<file path="config.mk">
export PLATFORM = sky130hd
export DESIGN_NAME = lfsr_bank
export DESIGN_NICKNAME = d
export VERILOG_FILES = /design/src/rtl/lfsr_bank.sv
export SDC_FILE = /design/constraint.sdc
export NUM_CORES = 1
export LEC_CHECK = 0
export ABC_AREA = 1
export CAP_MARGIN = 15
export CORE_UTILIZATION = 25
export CTS_CLUSTER_DIAMETER = 60
export DETAILED_ROUTE_END_ITERATION = 12
export GPL_TIMING_DRIVEN = 0
export SYNTH_ARGS = -nofsm -noshare
export SYNTH_HDL_FRONTEND = slang
export SYNTH_SLANG_ARGS = --single-unit
</file>
<file path="constraint.sdc">
create_clock -name clk -period 5.75 [get_ports clk]
set_clock_uncertainty 0.2 [all_clocks]
set_input_delay 1.4375 -clock clk [delete_from_list [all_inputs] [get_ports clk]]
set_output_delay 1.4375 -clock clk [all_outputs]
set_load 0.005 [all_outputs]
</file>
<file path="src/rtl/lfsr_bank.sv">
// lfsr_bank: NUM_CH independent Galois LFSR generators with warm-up and runtime reseed.
// Define LFSR_LEAP_EN to make one draw-step OUT_W unrolled single steps (leap-forward).
module lfsr_bank #(
    parameter int unsigned          WIDTH  = 16,
    parameter int unsigned          OUT_W  = 8,
    parameter int unsigned          NUM_CH = 4,
    parameter logic [WIDTH-1:0]     TAPS   = 16'hB400,
    parameter int unsigned          WARMUP = 16
) (
    input  logic                      clk,
    input  logic                      rst,
    input  logic [WIDTH-1:0]          seed,
    input  logic                      load,
    input  logic [NUM_CH-1:0]         next,
    output logic                      ready,
    output logic [NUM_CH*OUT_W-1:0]   rnd,
    output logic [NUM_CH-1:0]         rnd_vld
);

    typedef enum logic {WARM, READY} state_e;

    state_e                     state_q, state_d;
    logic [31:0]                cnt_q, cnt_d;
    logic                       ready_q, ready_d;
    logic [NUM_CH*OUT_W-1:0]    rnd_q, rnd_d;
    logic [NUM_CH-1:0]          vld_q, vld_d;
    logic [WIDTH-1:0]           lfsr_q [NUM_CH];
    logic [WIDTH-1:0]           lfsr_d [NUM_CH];
    logic [WIDTH-1:0]           seed_ch [NUM_CH];

    function automatic logic [WIDTH-1:0] step1(input logic [WIDTH-1:0] s);
        step1 = (s >> 1) ^ (s[0] ? TAPS : '0);
    endfunction

    function automatic logic [WIDTH-1:0] draw_step(input logic [WIDTH-1:0] s);
        logic [WIDTH-1:0] r;
        r = s;
`ifdef LFSR_LEAP_EN
        for (int unsigned k = 0; k < OUT_W; k++) begin
            r = step1(r);
        end
`else
        r = step1(r);
`endif
        draw_step = r;
    endfunction

    // An all-zero state would lock the LFSR, so it is replaced by all-ones.
    function automatic logic [WIDTH-1:0] chan_seed(input logic [WIDTH-1:0] s,
                                                    input int unsigned   ch);
        logic [WIDTH-1:0] v;
        v = s ^ WIDTH'(ch);
        if (v == '0) begin
            v = '1;
        end
        chan_seed = v;
    endfunction

    always_comb begin
        for (int unsigned i = 0; i < NUM_CH; i++) begin
            seed_ch[i] = chan_seed(seed, i);
        end
    end

    always_comb begin
        state_d = state_q;
        cnt_d   = cnt_q;
        ready_d = ready_q;
        rnd_d   = rnd_q;
        vld_d   = '0;
        for (int unsigned i = 0; i < NUM_CH; i++) begin
            lfsr_d[i] = lfsr_q[i];
        end

        if (load) begin
            for (int unsigned i = 0; i < NUM_CH; i++) begin
                lfsr_d[i] = seed_ch[i];
            end
            cnt_d   = 32'(WARMUP);
            state_d = WARM;
            ready_d = 1'b0;
        end else begin
            case (state_q)
                WARM: begin
                    if (cnt_q == '0) begin
                        state_d = READY;
                        ready_d = 1'b1;
                    end else begin
                        cnt_d = cnt_q - 32'd1;
                        for (int unsigned i = 0; i < NUM_CH; i++) begin
                            lfsr_d[i] = draw_step(lfsr_q[i]);
                        end
                    end
                end
                READY: begin
                    for (int unsigned i = 0; i < NUM_CH; i++) begin
                        if (next[i]) begin
                            lfsr_d[i]                   = draw_step(lfsr_q[i]);
                            rnd_d[i*OUT_W +: OUT_W]     = lfsr_d[i][WIDTH-1 -: OUT_W];
                            vld_d[i]                    = 1'b1;
                        end
                    end
                end
                default: begin
                    state_d = WARM;
                    ready_d = 1'b0;
                end
            endcase
        end
    end

    always_ff @(posedge clk) begin
        if (rst) begin
            state_q <= WARM;
            cnt_q   <= 32'(WARMUP);
            ready_q <= 1'b0;
            rnd_q   <= '0;
            vld_q   <= '0;
            for (int unsigned i = 0; i < NUM_CH; i++) begin
                lfsr_q[i] <= seed_ch[i];
            end
        end else begin
            state_q <= state_d;
            cnt_q   <= cnt_d;
            ready_q <= ready_d;
            rnd_q   <= rnd_d;
            vld_q   <= vld_d;
            for (int unsigned i = 0; i < NUM_CH; i++) begin
                lfsr_q[i] <= lfsr_d[i];
            end
        end
    end

    assign ready   = ready_q;
    assign rnd     = rnd_q;
    assign rnd_vld = vld_q;

endmodule

</file>
# Word-level counts from Yosys, hierarchy flattened
# Memory sizes are Yosys's and may differ from the RTL's.
# Index checks and enable logic that the tools add are counted.
# word_totals
ff_bits,70
latch_bits,0
mem_bits_rw,64
rom_bits,0
word_cells,65
n_memories,1
# memory_table
memory,depth,width,read_ports,rd_ports_with_merged_regs,wr,line_no,text
lfsr_q,4,16,4,0,4,27,logic [WIDTH-1:0] lfsr_q [NUM_CH];
# classes
addsub,1
multipliers,0
div_mod_pow,0
order_cmp,0
eq_ne,0
n_shift,0
mux,28
bitwise_logic,14
reduce_logical,13
# ops
cell,count
two-way mux 16 bit,16
two-way mux 64 bit,2
case mux 64 bit (2 select lines),1
logical NOT 16 bit,4
XOR 15 x 16 -> 16 bit,4
logical NOT 32 bit,1
subtractor 32 x 1 -> 32 bit (second input constant),1
AND reduction 3 bit,4
two-way mux 1 bit,9
inverter 1 bit,5
OR 1 bit,4
AND reduction 2 bit,2
OR reduction 3 bit,1
inverter 2 bit,1
OR reduction 2 bit,1

# Depth between registers and ports, before layout
# depth
depth_word,6
depth_mapped,11

# Worst setup path after synthesis
# OpenSTA, ideal clock, no wires.
# synth_timing
path_type,input to register
start,input port next[0]
end,"memory lfsr_q[0][0], enable pin"
t_arrival_ps,2647
setup_slack_ps,2492
path_stages,2
n_path_buf,0
cell_sequence,inv_1 > o21ai_0
# synth_rtl
element,line_no,text
from (decl),14,"input logic [NUM_CH-1:0] next,"
to (decl),27,

==> run_results.csv <==
group,metric,value,unit
setup_path,crit_type,"in -> reg",
detailed_routing,wl,17460,µm
global_route,grt.overflow.total,0,
placed_design,gp_congestion,0.8710,
logic_synthesis,synthesis.area,0.006231,mm²
detailed_routing,drtPass1Iterations,5,
clock_network,cts_max_path_buffers,2,
setup_path,cp_cell_sequence,"clkdlybuf4s50_1 -> nor2_1 -> inv_2 -> buf_2 -> nor2_2 -> o21ai_1 -> buf_4",
global_route,grt_pass1_vias,5209,
setup_path,cp_data_required_time,5.69,ns
global_route,grt_max_degree,17,
detailed_routing,first_iter_violations,414,
logic_synthesis,synth.distinct_cells,32,
clock_network,cts_hold_buf,0,
setup_path,critPathMaxStageDelay,0.74,ns
floorplanning,die_w,159.9,µm
clock_network,postCtsSetupBuffers,0,
clock_network,clk_pin_slew_worst_paths,0.06,ns
sta,grt_setup_unrepaired,"false",
power,cellPowerDensity,329.1,mW/mm²
global_route,grt_pass1_wl,27540,µm
global_route,antenna_found_initial,0,
logic_synthesis,synth-async-reset-ratio,0,%
setup_path,r2r-start,"cnt_q[0]$_SDFFE_PN0P_",
global_route,use_met3,3.065,%
floorplanning,placementRows,57,
clock_network,cts_tree,"yes",
logic_synthesis,netlist_instances,751,
setup_path,cp-end-kind,"flip-flop",
global_route,grt_use_met1,17.94,%
global_route,grt_util_met2,23.22,%
setup_path,slowest_stage,"clkdlybuf4s50_1",
logic_synthesis,postSynthAreaPerCell,8.297,µm²
logic_synthesis,synth_edf_count,64,
detailed_routing,wl_per_cell,14.92,µm
global_route,track_usage,13.96,%
worst_hold_path,holdPathStages,1,
setup_path,timing.critical_path.from,"rst",
sta,holdWs,0.2671,ns
floorplanning,die_h,159.9,µm
logic_synthesis,ys.flop_type,"dfxtp_1",
logic_synthesis,yosysMostFrequentCell,"nor2_1",
logic_synthesis,yosys.area.top_type,"edfxtp_1",
logic_synthesis,syn-num-nets,775,
outcome,status,"completed",
setup_path,r2r_cells,10,
setup_path,cp-start-kind,"input port",
worst_hold_path,hp-class,"reg -> reg",
setup_path,worst_ep_arrival_time,3.70,ns
power,leakage,3.048,nW
logic_synthesis,ys_seq_area_share,53.33,%
logic_synthesis,ys_warn_count,0,
clock_network,clock_sinks,134,
clock_network,numCtsBuffers,17,
floorplanning,dieArea,0.02556,mm²
clock_network,ctsHtreeMaxLevel,4,
sta,fmax,265.5,MHz
floorplanning,ioPinCount,60,
layout,area_growth,25.62,%
clock_network,root_buffer,"clkbuf_16",
logic_synthesis,ys_ff_latch,134,
worst_hold_path,min_from,"ready$_SDFFE_PN0P_",
sta,tightest_slew,0.7866,ns
global_route,busiest_layer,"met2",
setup_path,worst-path-max-fanout,10,
sta,timing.final.crit_share,65.50,%
power,ir_worst_vdd,0.0001942,V
layout,final_util,32.09,%
layout,fin_nets,857,
floorplanning,core_area,0.02439,mm²
sta,hold_viol,0,
detailed_routing,avgViaCountPerCell,4.642,
sta,slew_headroom,47.21,%
clock_network,clk_latency,0.43,ns
sta,fin_tns_setup,0,ns
sta,period_minus_slack,3.766,ns
flow_run,drv_cap,0,
clock_network,cts_resized,0,
detailed_routing,antenna_left,0,
layout,drive_gt1_share,9.693,%
sta,drv_slew,0,
logic_synthesis,synth_common_cells,"nor2_1 (190), nand2_1 (128), a21oi_1 (86)",
detailed_routing,drcViolationCount,0,
setup_path,path_buf_inv,4,
placed_design,port_buffers,59,
floorplanning,initial_core_util,25.55,%
setup_path,path_depth,7,
logic_synthesis,synth_top_cell_area_share,30.84,%
detailed_routing,vias,5431,
setup_path,crit_family,"buffers and inverters",
sta,finalSetupViolations,0,
logic_synthesis,synth_area_leaders,"edfxtp_1 (31%), dfxtp_1 (22%), nor2_1 (11%)",
placed_design,dp.final_hpwl,12610,µm
layout,diodes,0,
## worst paths after layout
check / end / slack, ns
hold / removal: ready$_SDFFE_PN0P_ / 0.27
hold reg to reg: ready$_SDFFE_PN0P_ / 0.27
setup / recovery: lfsr_q[0][5]$_DFFE_PP_ / 1.98
setup reg to reg: lfsr_q[0][5]$_DFFE_PP_ / 3.11
## layout by cell type (no fill, tap or decap), drive strengths merged
cell / Yosys / routed
nand3: 12 / 12
ha: 1 / 1
clkinv: 1 / 4
nand3b: 1 / 1
o21ai: 44 / 44
nor2: 203 / 203
clkbuf: 24 / 46
nand4: 7 / 7
nor3: 5 / 5
clkinvlp: 0 / 1
clkdlybuf4s50: 0 / 59
a22oi: 9 / 9
nand2: 142 / 142
inv: 35 / 41
nor3b: 1 / 1
a21oi: 95 / 95
dfxtp: 70 / 70
buf: 9 / 13
xor2: 8 / 8
xnor2: 18 / 18
o21a: 1 / 1
edfxtp: 64 / 64
o211ai: 1 / 1
## kinds of logic (layout without fill, tap and decap cells)
logic type                 after synthesis  count (layout)  share of synthesized area (%)
xor gates and xnor gates                26              26                          3.655
DFF                                    134             134                          53.33
buffers and inverters                   69             164                          4.759
and+or+nand+nor                        371             371                          25.02
adders and majority gates                1               1                         0.2008
AOI/OAI and AO/OA                      150             150                          13.03
## report_power, final
part	internal, W	total, W	switching, W
sequential	0.00108	0.00112	0.0000392
combinational	0.000146	0.000416	0.000270
clock	0.000598	0.00104	0.000447
total	0.00182	0.00258	0.000757
## worst register-to-register path: stages (launching register included)
cell and delay (ns):
dfxtp_1 0.35, inv_1 0.08, ha_1 0.27, nand2_2 0.17, nor2_8 0.08, nand2_4 0.09, nor2_8 0.04, nor2_4 0.20
nor2_2 0.13, o21ai_1 0.46, buf_4 0.30
## routing by layer
metal	routed length [µm]	vias to the layer above
li1	-	2649
met1	7647	2577
met2	8499	179
met3	1006	26
met4	304	0
met5	0	-
## registers in the layout, indices dropped and copies added, names as in the netlist
name     count
state_q      1
cnt_q       32
ready        1
rnd         32
rnd_vld      4
lfsr_q      64
## through the flow
step / total power (W) / std cells / setup WS (ns) / area (µm²)
after global routing: 0.002682 / 1170 / 1.819 / 7828
after CTS: 0.002590 / 1170 / 1.962 / 7828
after floorplan: 0.001421 / 751 / 2.492 / 6231
after global placement: 0.001542 / 1134 / 1.072 / 7227
after detailed placement: 0.001549 / 1138 / 1.520 / 7268
final: 0.002576 / 1170 / 1.984 / 7828
## area by class of cell
type                    count  area (µm²)
plain buffers              33       161.4
inverters                  36       135.1
well taps                 324       405.4
flip-flops and latches    134        3323
fillers                  2632       16560
clock inverters            10       83.83
clock buffers              22       475.5
multi-input cells         548        2611
repair buffers             63       631.9
Note: power is estimated with default switching activity, not from simulation.
